File: config.mk
export PLATFORM = sky130hd
export DESIGN_NAME = axi4_lite_regfile
export DESIGN_NICKNAME = d
export VERILOG_FILES = /design/src/rtl/axi4_lite_pkg.sv /design/src/rtl/axi4_lite_regfile_decode.sv /design/src/rtl/axi4_lite_regfile.sv
export SDC_FILE = /design/constraint.sdc
export NUM_CORES = 1
export LEC_CHECK = 0
export CAP_MARGIN = 20
export CORE_AREA = 2 2 271 273
export DETAILED_ROUTE_END_ITERATION = 10
export DIE_AREA = 0 0 273 275
export DONT_BUFFER_PORTS = 1
export GPL_ROUTABILITY_DRIVEN = 0
export PLACE_DENSITY = 0.63
export SLEW_MARGIN = 10
export SYNTH_ARGS = -nofsm -noshare
export SYNTH_HDL_FRONTEND = slang
export SYNTH_SLANG_ARGS = --single-unit
File: constraint.sdc
create_clock -name aclk -period 2.8 [get_ports aclk]
set_input_delay 0.56 -clock aclk [delete_from_list [all_inputs] [get_ports aclk]]
set_output_delay 0.56 -clock aclk [all_outputs]
set_load 0.05 [all_outputs]
File: src/rtl/axi4_lite_pkg.sv
// Shared types for the AXI4-Lite register file: response codes,
// write/read engine states and data-path widths.
package axi4_lite_pkg;

    localparam int AXI_DATA_W = 32;
    localparam int AXI_STRB_W = 4;

    typedef enum logic [1:0] {
        RESP_OKAY   = 2'b00,
        RESP_SLVERR = 2'b10
    } resp_t;

    typedef enum logic {
        WR_IDLE = 1'b0,
        WR_RESP = 1'b1
    } wr_state_t;

    typedef enum logic {
        RD_IDLE = 1'b0,
        RD_RESP = 1'b1
    } rd_state_t;

endpackage

File: src/rtl/axi4_lite_regfile_decode.sv
// Address decoder: byte address -> register index plus valid flag.
// Ports: addr_i (byte address), idx_o (register index), valid_o (hit).
module axi4_lite_regfile_decode #(
    parameter int                ADDR_W    = 32,
    parameter int                NUM_REGS  = 16,
    parameter logic [ADDR_W-1:0] BASE_ADDR = '0,
    parameter int                IDX_W     = $clog2(NUM_REGS)
) (
    input  logic [ADDR_W-1:0] addr_i,
    output logic [IDX_W-1:0]  idx_o,
    output logic              valid_o
);

    logic [ADDR_W-1:0] off;
    logic [ADDR_W-3:0] word;

    // Addresses below BASE_ADDR wrap to a huge offset and fail the range test.
    assign off     = addr_i - BASE_ADDR;
    assign word    = off[ADDR_W-1:2];
    assign idx_o   = word[IDX_W-1:0];
    assign valid_o = (addr_i[1:0] == 2'b00) &&
                     (off[1:0] == 2'b00) &&
                     (word < (ADDR_W-2)'(NUM_REGS));

endmodule

File: src/rtl/axi4_lite_regfile.sv
// AXI4-Lite slave register file with byte-strobe writes, independent
// write/read engines, exported register contents and write pulses.
// Ports: aclk/rst, AXI4-Lite AW/W/B/AR/R slave channels, reg_out, write_pulse.
module axi4_lite_regfile
    import axi4_lite_pkg::*;
#(
    parameter int                ADDR_W    = 32,
    parameter int                NUM_REGS  = 16,
    parameter logic [ADDR_W-1:0] BASE_ADDR = '0
) (
    input  logic                     aclk,
    input  logic                     rst,
    input  logic [ADDR_W-1:0]        s_awaddr,
    input  logic [3:0]               s_awcache,
    input  logic [2:0]               s_awprot,
    input  logic                     s_awvalid,
    output logic                     s_awready,
    input  logic [AXI_DATA_W-1:0]    s_wdata,
    input  logic [AXI_STRB_W-1:0]    s_wstrb,
    input  logic                     s_wvalid,
    output logic                     s_wready,
    output logic [1:0]               s_bresp,
    output logic                     s_bvalid,
    input  logic                     s_bready,
    input  logic [ADDR_W-1:0]        s_araddr,
    input  logic [3:0]               s_arcache,
    input  logic [2:0]               s_arprot,
    input  logic                     s_arvalid,
    output logic                     s_arready,
    output logic [AXI_DATA_W-1:0]    s_rdata,
    output logic [1:0]               s_rresp,
    output logic                     s_rvalid,
    input  logic                     s_rready,
    output logic [32*NUM_REGS-1:0]   reg_out,
    output logic [NUM_REGS-1:0]      write_pulse
);

    localparam int IDX_W = $clog2(NUM_REGS);

    logic unused_attr;
    assign unused_attr = ^{s_awcache, s_awprot, s_arcache, s_arprot};

    // Register storage
    logic [NUM_REGS-1:0][AXI_DATA_W-1:0] regs_q, regs_d;
    logic [NUM_REGS-1:0]                 write_pulse_q, write_pulse_d;

    // Write engine state
    wr_state_t             wr_state_q, wr_state_d;
    logic                  awready_q, awready_d;
    logic                  wready_q, wready_d;
    logic                  aw_have_q, aw_have_d;
    logic                  w_have_q, w_have_d;
    logic [ADDR_W-1:0]     awaddr_q, awaddr_d;
    logic [AXI_DATA_W-1:0] wdata_q, wdata_d;
    logic [AXI_STRB_W-1:0] wstrb_q, wstrb_d;
    logic                  bvalid_q, bvalid_d;
    resp_t                 bresp_q, bresp_d;

    // Read engine state
    rd_state_t             rd_state_q, rd_state_d;
    logic                  arready_q, arready_d;
    logic                  rvalid_q, rvalid_d;
    logic [AXI_DATA_W-1:0] rdata_q, rdata_d;
    resp_t                 rresp_q, rresp_d;

    logic [IDX_W-1:0] aw_idx, ar_idx;
    logic             aw_hit, ar_hit;
    logic             aw_hs, w_hs, ar_hs;

    axi4_lite_regfile_decode #(
        .ADDR_W    (ADDR_W),
        .NUM_REGS  (NUM_REGS),
        .BASE_ADDR (BASE_ADDR),
        .IDX_W     (IDX_W)
    ) u_aw_dec (
        .addr_i  (awaddr_q),
        .idx_o   (aw_idx),
        .valid_o (aw_hit)
    );

    axi4_lite_regfile_decode #(
        .ADDR_W    (ADDR_W),
        .NUM_REGS  (NUM_REGS),
        .BASE_ADDR (BASE_ADDR),
        .IDX_W     (IDX_W)
    ) u_ar_dec (
        .addr_i  (s_araddr),
        .idx_o   (ar_idx),
        .valid_o (ar_hit)
    );

    assign aw_hs = awready_q & s_awvalid;
    assign w_hs  = wready_q & s_wvalid;
    assign ar_hs = arready_q & s_arvalid;

    // Write engine: capture AW and W independently, commit one cycle after
    // both are held, then hold the B response until accepted.
    always_comb begin
        wr_state_d    = wr_state_q;
        awready_d     = awready_q;
        wready_d      = wready_q;
        aw_have_d     = aw_have_q;
        w_have_d      = w_have_q;
        awaddr_d      = awaddr_q;
        wdata_d       = wdata_q;
        wstrb_d       = wstrb_q;
        bvalid_d      = bvalid_q;
        bresp_d       = bresp_q;
        regs_d        = regs_q;
        write_pulse_d = '0;
        unique case (wr_state_q)
            WR_IDLE: begin
                if (aw_have_q && w_have_q) begin
                    awready_d  = 1'b0;
                    wready_d   = 1'b0;
                    aw_have_d  = 1'b0;
                    w_have_d   = 1'b0;
                    bvalid_d   = 1'b1;
                    wr_state_d = WR_RESP;
                    if (aw_hit) begin
                        for (int b = 0; b < AXI_STRB_W; b++) begin
                            if (wstrb_q[b]) begin
                                regs_d[aw_idx][8*b +: 8] = wdata_q[8*b +: 8];
                            end
                        end
                        write_pulse_d[aw_idx] = 1'b1;
                        bresp_d = RESP_OKAY;
                    end else begin
                        bresp_d = RESP_SLVERR;
                    end
                end else begin
                    if (aw_hs) begin
                        aw_have_d = 1'b1;
                        awaddr_d  = s_awaddr;
                    end
                    if (w_hs) begin
                        w_have_d = 1'b1;
                        wdata_d  = s_wdata;
                        wstrb_d  = s_wstrb;
                    end
                    // Also raises both readies on the first cycle out of reset.
                    awready_d = ~aw_have_d;
                    wready_d  = ~w_have_d;
                end
            end
            WR_RESP: begin
                if (s_bready) begin
                    bvalid_d   = 1'b0;
                    bresp_d    = RESP_OKAY;
                    awready_d  = 1'b1;
                    wready_d   = 1'b1;
                    wr_state_d = WR_IDLE;
                end
            end
            default: wr_state_d = WR_IDLE;
        endcase
    end

    // Read engine: regs_q is sampled at the AR edge, so a same-edge write
    // commit is not visible to this read.
    always_comb begin
        rd_state_d = rd_state_q;
        arready_d  = arready_q;
        rvalid_d   = rvalid_q;
        rdata_d    = rdata_q;
        rresp_d    = rresp_q;
        unique case (rd_state_q)
            RD_IDLE: begin
                arready_d = 1'b1;
                if (ar_hs) begin
                    arready_d  = 1'b0;
                    rvalid_d   = 1'b1;
                    rd_state_d = RD_RESP;
                    if (ar_hit) begin
                        rdata_d = regs_q[ar_idx];
                        rresp_d = RESP_OKAY;
                    end else begin
                        rdata_d = '0;
                        rresp_d = RESP_SLVERR;
                    end
                end
            end
            RD_RESP: begin
                if (s_rready) begin
                    rvalid_d   = 1'b0;
                    arready_d  = 1'b1;
                    rd_state_d = RD_IDLE;
                end
            end
            default: rd_state_d = RD_IDLE;
        endcase
    end

    always_ff @(posedge aclk) begin
        if (rst) begin
            regs_q        <= '0;
            write_pulse_q <= '0;
            wr_state_q    <= WR_IDLE;
            awready_q     <= 1'b0;
            wready_q      <= 1'b0;
            aw_have_q     <= 1'b0;
            w_have_q      <= 1'b0;
            awaddr_q      <= '0;
            wdata_q       <= '0;
            wstrb_q       <= '0;
            bvalid_q      <= 1'b0;
            bresp_q       <= RESP_OKAY;
            rd_state_q    <= RD_IDLE;
            arready_q     <= 1'b0;
            rvalid_q      <= 1'b0;
            rdata_q       <= '0;
            rresp_q       <= RESP_OKAY;
        end else begin
            regs_q        <= regs_d;
            write_pulse_q <= write_pulse_d;
            wr_state_q    <= wr_state_d;
            awready_q     <= awready_d;
            wready_q      <= wready_d;
            aw_have_q     <= aw_have_d;
            w_have_q      <= w_have_d;
            awaddr_q      <= awaddr_d;
            wdata_q       <= wdata_d;
            wstrb_q       <= wstrb_d;
            bvalid_q      <= bvalid_d;
            bresp_q       <= bresp_d;
            rd_state_q    <= rd_state_d;
            arready_q     <= arready_d;
            rvalid_q      <= rvalid_d;
            rdata_q       <= rdata_d;
            rresp_q       <= rresp_d;
        end
    end

    assign s_awready   = awready_q;
    assign s_wready    = wready_q;
    assign s_bvalid    = bvalid_q;
    assign s_bresp     = bresp_q;
    assign s_arready   = arready_q;
    assign s_rvalid    = rvalid_q;
    assign s_rdata     = rdata_q;
    assign s_rresp     = rresp_q;
    assign reg_out     = regs_q;
    assign write_pulse = write_pulse_q;

endmodule

# Yosys cells after proc, flatten, opt, wreduce, memory -nomap -nowiden
# Index checks and enable logic that the tools add are counted.
# word_totals
input_bits	121
elab_cells	126
output_inout_bits	569
ff_bits	641
# op_classes
n_reduce_logical	13
n_eq_ne	4
magnitude_cmp	5
muxes	63
n_bitwise	9
# op_table
cell	count
512-bit 2-to-1 mux	13
512-bit bitwise mux	4
32-bit demux with 4-bit select	4
32-bit binary-select mux with 4-bit select	1
32-bit 2-to-1 mux	3
30-bit by 5-bit < comparator with 1-bit output (second input constant)	2
24-bit 2-to-1 mux	1
1-bit 2-to-1 mux	22
16-bit 2-to-1 mux	1
1-bit case mux with 2 select lines	7
4-bit by 5-bit < comparator with 1-bit output (second input constant)	2
3-bit AND reduction	3
2-bit 2-to-1 mux	4
8-bit 2-to-1 mux	1
2-bit inequality test (second input constant)	4
1-bit NOT	6
2-bit AND reduction	3
1-bit demux with 4-bit select	1
4-bit by 1-bit greater-or-equal comparator with 1-bit output (second input constant)	1
1-bit logical AND	4
2-bit zero test	2
2-bit case mux with 2 select lines	1
4-bit OR reduction	1
1-bit bitwise AND	3

# Logic depth before layout (Yosys ltp)
# Gate-level depths: netlist of the first run.
# logic_depth
ltp_word	21
ltp_mapped	8
mapped_depth_nobuf	4

# Hierarchy
# A second synthesis of the first run with hierarchy kept.
# unflattened
hier_cells	2562
area_unflattened_um2	27219.9
# modules_own_cells
mod	seq_area_each_um2	cells_each	area_per_inst_um2	n_inst
axi4_lite_regfile	12792.3	2534	27029.7	1
axi4_lite_regfile_decode	0.0	14	95.1	2

# Least setup slack after synthesis of the first run
# Ideal clock, no wire load.
# synth_timing
kind	input to register
from	input s_araddr[4]
to	register rdata_q[13] (netlist: s_rdata[13])
setup_ns	0.117
setup_slack_ns	0.666
path_buffers	2
required_ns	2.683
arrival_ns	2.017
path_stages	6
path_cell_list	buf_2 buf_2 mux4_2 a22oi_1 nand2_1 a22o_1
# synth_between
elab_chain_len	3
word_cells_on_any_way	5
cone_classes	order compare (1); mux (3); reduce/logical (1)
# synth_lines
item	line	rtl
start, declared	axi4_lite_regfile.sv:25	input logic [ADDR_W-1:0] s_araddr,
30-bit by 5-bit < comparator with 1-bit output / 32-bit binary-select mux with 4-bit select (equally long branches)	axi4_lite_regfile_decode.sv:23, axi4_lite_regfile.sv:175	
1-bit logical AND / 32-bit 2-to-1 mux (equally long branches)	axi4_lite_regfile_decode.sv:22, axi4_lite_regfile.sv:175	
32-bit 2-to-1 mux (*)	axi4_lite_regfile.sv:174	if (ar_hit) begin
end signal, assigned	axi4_lite_regfile.sv:229	rdata_q <= rdata_d;
end, declared	axi4_lite_regfile.sv:63	logic [AXI_DATA_W-1:0] rdata_q, rdata_d;
# Mark *: on every way between the ends. The rest lies on a longest branch, timed or not. The select of a mux whose other input is x is not followed.
# A chain may end at the register's enable or synchronous reset.

# Worst setup path after layout of the first run
# layout_timing
from	register awaddr_q[11]
to	register regs_q (netlist bit reg_out[91])
# layout_between
elab_chain_len	3
# layout_lines
item	line	rtl
start, declared	axi4_lite_regfile.sv:53	logic [ADDR_W-1:0] awaddr_q, awaddr_d;
start signal, assigned	axi4_lite_regfile.sv:221	awaddr_q <= awaddr_d;
30-bit by 5-bit < comparator with 1-bit output	axi4_lite_regfile_decode.sv:23	(word < (ADDR_W-2)'(NUM_REGS));
1-bit logical AND	axi4_lite_regfile_decode.sv:22	(off[1:0] == 2'b00) &&
3-bit AND reduction (no line)	n/a	
end signal, assigned	axi4_lite_regfile.sv:214	regs_q <= regs_d;
end, declared	axi4_lite_regfile.sv:44	logic [NUM_REGS-1:0][AXI_DATA_W-1:0] regs_q, regs_d;
# Every way passes these cells.

==> results of run 1 <==
## power groups by stage
stage | sequential (mW) | combinational [mW] | clock [mW]
floorplan | 9.41 | 0.887 | 0
global placement | 9.41 | 0.920 | 0
detailed placement | 9.42 | 0.938 | 0
CTS | 9.22 | 0.941 | 10.0
global route | 9.22 | 0.990 | 10.3
finish | 9.22 | 0.940 | 9.84
## cell type report
type | instances | area [sq um] | share of cell area
clock inverters | 28 | 333 | 0.0103
flip-flops and latches | 639 | 12800 | 0.396
clock buffers | 104 | 2170 | 0.0671
repair buffers | 72 | 683 | 0.0212
well taps | 959 | 1200 | 0.0372
diodes | 2 | 5.00 | 0.000155
inverters | 2 | 7.51 | 0.000233
multi-input cells | 1685 | 15100 | 0.467
## flip-flops by register name, summed over array words and instances (netlist names), 4 cells and up
signal and flops:
awaddr_q 32, reg_out 512, s_rdata 32, wdata_q 32, write_pulse 16, wstrb_q 4
## worst max path at each step
stage,from,end,slack (ps),cells past startpoint
3_3_place_gp,awaddr_q[11],reg_out[92],220,5
5_1_grt,awaddr_q[11],reg_out[91],50,5
3_5_place_dp,awaddr_q[11],reg_out[95],200,5
4_1_cts,awaddr_q[11],reg_out[91],160,5
2_1_floorplan,s_araddr[4],s_rdata[13],670,6
6_report,awaddr_q[11],reg_out[91],240,5
## metrics by stage
| stage | hold WS, ps | utilization | instances |
|---|---|---|---|
| 4_1_cts | 0.116 | 0.446 | 3488 |
| 2_1_floorplan | 432 | - | 2561 |
| 3_3_place_gp | 439 | 0.411 | 3355 |
| 3_5_place_dp | 444 | 0.411 | 3355 |
| 5_1_grt | 9.65 | 0.446 | 3491 |
| 6_report | 41.4 | 0.446 | 3491 |
## metal layers
layer  vias up  track usage  part of all wire
met3       215       0.0793             0.088
li1       8831            -                 -
met1     10200        0.305              0.38
met4         4       0.0912             0.034
met5         -            0           0.00024
met2       933        0.449              0.50
## logic make-up (layout without fill, tap and decap cells)
logic type,count (synthesis),count (layout)
buffers and inverters,237,206
multiplexers,640,640
AO/OA/AOI/OAI,178,178
AND/OR/NAND/NOR,865,865
other,1,4
flip-flops,639,639
## worst max-delay path, cell delays in order (launching register included)
cell and delay, ps:
dfxtp_1 310, nor4_1 440, and4_4 630, buf_12 220, nand4_2 490, mux2i_1 330
## cell usage in the layout, fill, tap and decap left out, types with 3 or more instances in the layout
cell and count:
dfxtp_1 639, nand2b_1 549, mux2i_1 512, nand2_1 172
mux4_2 128, a21oi_1 75, clkbuf_16 75, a22oi_1 64
buf_4 59, nand4_4 49, a22o_1 32, clkbuf_8 18
nor4_1 17, nor3_1 14, clkinv_2 13, nand4_2 12
clkbuf_1 11, buf_12 11, nor2_1 10, nor2_2 9
a211oi_1 4, inv_6 4, nor3_2 3, and4_1 3
nand4_1 3, clkinv_16 3, bufinv_16 3
==> summary.txt, run 1 <==
Outcome
  • Status: finished, final reports clean

Timing
  • Slew margin rel.: 0.424
  • Setup Skew: 31.6 ps
  • RSZ-0062 raised after global routing: false
  • Tcrit/Tclk final: 0.915
  • Worst Max-Slew Pin Slew: 864 ps
  • Setup TNS: 0 ps
  • Min Clock Period, post-route: 2560 ps
  • Final Max Slew Viols: 0
  • Final hold vios: 0
  • Setup ws final: 237 ps
  • Final setup violation count: 0
  • Fmax: 390 MHz

CTS
  • CTS tree: yes
  • Root Driver: clkbuf_16
  • Post-cts gate resize count: 0
  • Bufs on Longest Clock Path: 3
  • Worst skew pair latency: 620 ps
  • Post-CTS Setup Repair Bufs: 0
  • Total CTS buffers: 73
  • Clk slew on worst S/H paths: 60 ps
  • Post-CTS Hold Fix Bufs: 1
  • H-tree depth reported by CTS: 3
  • Clk sinks: 639

Yosys
  • Synth Area in Adders: 0
  • Yosys top cell by area: dfxtp_1
  • Mapped Area: 29,000 sq um
  • Post-synthesis sequential area ratio: 0.442
  • Top FF cell, synth: dfxtp_1
  • Count of flip-flops with a built-in enable after synthesis: 0
  • Yosys reg bits: 639
  • Mux contribution to synthesized area: 0.276
  • Fraction of the mapped netlist area in simple logic gates: 0.201
  • Ys Warns: 0
  • Mapped Avg Cell Area: 11.3 sq um
  • Post-synthesis compound-gate area fraction: 0.0410
  • Ys async rst share: 0
  • Count leader, synth: dfxtp_1
  • Synth area leaders: dfxtp_1 (44%), mux2i_1 (18%), nand2b_1 (12%)
  • Main combinational cell family by area after synthesis: multiplexers
  • Mapped Cells: 2,560
  • Commonest cells in the synthesized netlist: dfxtp_1 (639), nand2b_1 (549), mux2i_1 (512), nand2_1 (172), clkbuf_1 (166)
  • Post-synth cell types: 41
  • XOR/XNOR share of the synthesized area: 0
  • Top-area cell type share of the netlist area: 0.442

Pwr
  • Clock power frac: 0.492
  • Sw Pwr: 4.72 mW
  • VDD IR max: 0.582 mV
  • Pleak: 14.5 nW
  • Sw Ratio: 0.236
  • Register share of total power: 0.461
  • Combinational fraction of design power: 0.047
  • Pwr dens: 620 nW/um^2
  • Internal power: 15.3 mW
  • Power Total: 20.0 mW

Detailed routing
  • DR iter-0 viols: 1,596
  • ANT nets after route: 0
  • DR WL/cell: 29.1 um
  • Drt first pass iters: 5
  • Vias: 20,200
  • Via density per instance: 5.78
  • WL final: 102,000 um
  • Drc violations: 0

Global routing
  • Vias in the first global route: 20,100
  • Largest net degree at the start of global routing: 627
  • GRT Overall Usage: 0.260
  • Initial antenna violation count: 6
  • Remaining global-route overflow: 0
  • First-pass GRT wire length: 144,000 um

Final layout
  • Final instance area: 32,300 sq um
  • Share of post-route cells with drive strength above 1: 0.161
  • Area grow syn2layout: 11.4%
  • Layout net count: 2,594
  • Filler cell count: 6,676

Setup path
  • Worst R2R Start: awaddr_q[11]
  • CP arrival: 3080 ps
  • CP Launch Type: flop
  • Category of the critical setup timing path: reg -> reg
  • Reg2reg path depth: 5
  • CP required: 3320 ps
  • Reg-to-reg setup timing slack: 240 ps
  • Critical path capture point type: flop
  • Worst R2R End: reg_out[91]
  • CP Max Fanout: 18

Min path
  • Hold Path End: wdata_q[26]
  • HP Class: in -> reg
  • WHS Path Cells: 1
  • Hold_sp: rst

Floorplan
  • IO Pins: 690
  • DIE HEIGHT: 275 um
  • Rows: 99
  • Die area: 75,100 sq um
  • Core ar.: 72,300 sq um
  • Starting Density: 0.400
  • Die Width: 273 um

Placement
  • Pre-CTS setup slack: 204 ps
  • Port buffer count: 0
  • Placed Area: 29,700 sq um
  • DP HPWL: 68,400 um

Job
  • Maxcap violations: 0
(Power assumes the default switching activity.)
==> inputs of run 2 (changes only) <==
clock period = 3.1 ns   (was 2.8 ns; I/O delays follow)
==> run 2 against run 1 <==
Compared with the run above:
- non-clock buffer count shrank 31
- sequential cell count stayed put
- global-route usage increased by 0.081 points
- core utilization decreased by 0.25 points
- final cell count is 0.80% lower
- hold slack improved by 33 ps
- via count is 0.70% lower
- routed wire length grew 0.18%
- critical path type unchanged
- largest power group unchanged
- highest routed layer unchanged
==> summary.txt, run 2 (synthesized netlist as in run 1, its figures left out) <==
Timing
  • Final Max Slew Viols: 0 (unchanged)
  • Worst Max-Slew Pin Slew: 998 ps (+134 ps)
  • Tcrit/Tclk final: 0.862 (-0.0535)
  • Setup Skew: 31.2 ps (-0.352 ps)
  • Fmax: 374 MHz (-4.1%)
  • Final setup violation count: 0 (unchanged)
  • Setup ws final: 429 ps (+191 ps)
  • Setup TNS: 0 ps (unchanged)
  • Min Clock Period, post-route: 2670 ps (+109 ps)
  • Slew margin rel.: 0.334 (-0.0894)
  • Min Hold Slack: 74.8 ps (+33.4 ps)
  • RSZ-0062 raised after global routing: false
  • Final hold vios: 0 (unchanged)

Detailed routing
  • DR iter-0 viols: 1,531 (-4.1%)
  • Drc violations: 0 (unchanged)
  • ANT nets after route: 0 (unchanged)
  • Via density per instance: 5.78 (about the same)
  • DR WL/cell: 29.4 um (+0.99%)
  • WL final: 102,000 um (+0.18%)
  • Vias: 20,000 (-0.70%)
  • Drt first pass iters: 7 (+2)

Setup path
  • Crit path cell chain: nor4_1, and4_4, buf_12, nand4_2, mux2i_1
  • CP arrival: 3210 ps (+130 ps)
  • CP Launch Type: flop
  • Category of the critical setup timing path: reg -> reg
  • CP required: 3630 ps (+310 ps)
  • CP max stage delay: 550 ps (-80 ps)
  • CP Max Fanout: 31 (+13)
  • Critical path capture point type: flop
  • Slowest stage cell, crit path: nand4_2

CTS
  • Post-CTS Setup Repair Bufs: 0 (unchanged)
  • CTS tree: yes
  • H-tree depth reported by CTS: 3 (unchanged)
  • Bufs on Longest Clock Path: 3 (unchanged)
  • Clk slew on worst S/H paths: 60 ps (about the same)
  • Post-cts gate resize count: 0 (unchanged)
  • Total CTS buffers: 73 (unchanged)
  • Clk sinks: 639 (unchanged)
  • Post-CTS Hold Fix Bufs: 0 (-1)
  • Root Driver: clkbuf_16
  • Worst skew pair latency: 630 ps (about the same)

Final layout
  • Max FFs per register: 512 (unchanged)
  • Area grow syn2layout: 10.8%
  • Commonest non-fill, non-tap cell in the layout: dfxtp_1
  • Final instance area: 32,100 sq um (-0.57%)
  • Filler cell count: 6,724 (+0.72%)
  • Layout net count: 2,563 (-1.2%)
  • Share of post-route cells with drive strength above 1: 0.153 (-0.00813)
  • Post-Layout Cell Count: 3,463 (-0.80%)
  • Final core utilization: 0.444 (-0.00253)
  • Most frequent cells in the layout: dfxtp_1 (639), nand2b_1 (549), mux2i_1 (512), nand2_1 (172), mux4_2 (128)

Global routing
  • Remaining global-route overflow: 0 (unchanged)
  • Largest net degree at the start of global routing: 627 (unchanged)
  • Vias in the first global route: 20,000 (-0.78%)
  • Initial antenna violation count: 8 (+2)
  • First-pass GRT wire length: 144,000 um (+0.15%)
  • GRT Overall Usage: 0.261 (+0.000811)

Outcome
  • Status: finished, final reports clean

Pwr
  • Pwr dens: 572 nW/um^2 (-7.8%)
  • Pleak: 14.3 nW (-0.87%)
  • VDD IR max: 0.391 mV (-33%)
  • Power Total: 18.3 mW (-8.3%)

Floorplan
  • Core ar.: 72,300 sq um (unchanged)
  • Die area: 75,100 sq um (unchanged)
  • Rows: 99 (unchanged)
  • Die Width: 273 um (unchanged)
  • IO Pins: 690 (unchanged)
  • DIE HEIGHT: 275 um (unchanged)
  • Starting Density: 0.400 (unchanged)

Placement
  • Placed Area: 29,500 sq um (-0.77%)
  • DP HPWL: 68,100 um (-0.51%)
  • Dpl cells: 3,326 (-0.86%)
  • Port buffer count: 0 (unchanged)
  • Pre-CTS setup slack: 426 ps (+222 ps)

Min path
  • HP Class: in -> reg

Job
  • Maxcap violations: 0 (unchanged)
==> run 2: cell count changes in the layout (fill, tap and decap cells not counted), sizes merged <==
cell and delta:
buf -29, bufinv +5, clkbuf -8, clkinvlp +1
diode +1, dlygate4sd3 -2, inv +4
==> run 2: layer usage <==
layer | vias to the layer above | share of wire | track usage
li1 | 8809 | - | -
met1 | 10100 | 0.38 | 0.307
met2 | 883 | 0.49 | 0.447
met3 | 235 | 0.083 | 0.0775
met4 | 6 | 0.039 | 0.0992
met5 | - | 0.00043 | 0
==> run 2: path summary, 6_finish.rpt <==
| path | cells after the start | to | from | slack [ps] |
|---|---|---|---|---|
| worst min-delay path | 1 | wdata_q[25] | rst | 70 |
| worst max-delay path | 5 | reg_out[63] | awaddr_q[6] | 430 |
| worst max register to register | 5 | reg_out[63] | awaddr_q[6] | 430 |
| worst min register to register | 2 | awaddr_q[18] | awaddr_q[18] | 450 |
==> run 2: worst max-delay path: cells and delay by family (launching register included) <==
family | cells | cell delay [ps]
AND/OR/NAND/NOR | 3 | 1510
multiplexers | 1 | 360
buffers and inverters | 1 | 340
flip-flops | 1 | 310
==> run 2: layout make-up <==
type | count | area, sq um | share of cell area
Inverter | 2 | 7.51 | 0.000234
Timing Repair Buffer | 41 | 433 | 0.0135
Sequential cell | 639 | 12800 | 0.399
Clock inverter | 38 | 510 | 0.0159
Tap cell | 959 | 1200 | 0.0374
Clock buffer | 96 | 2050 | 0.0640
Antenna cell | 3 | 7.51 | 0.000234
Multi-Input combinational cell | 1685 | 15100 | 0.470
==> run 2: where the power goes <==
part	switching (mW)	total, mW	leakage (nW)	internal [mW]
clock	3.78	9.20	1.26	5.42
sequential	0.0616	8.33	5.15	8.27
combinational	0.495	0.810	7.92	0.316
total	4.34	18.3	14.3	14.0
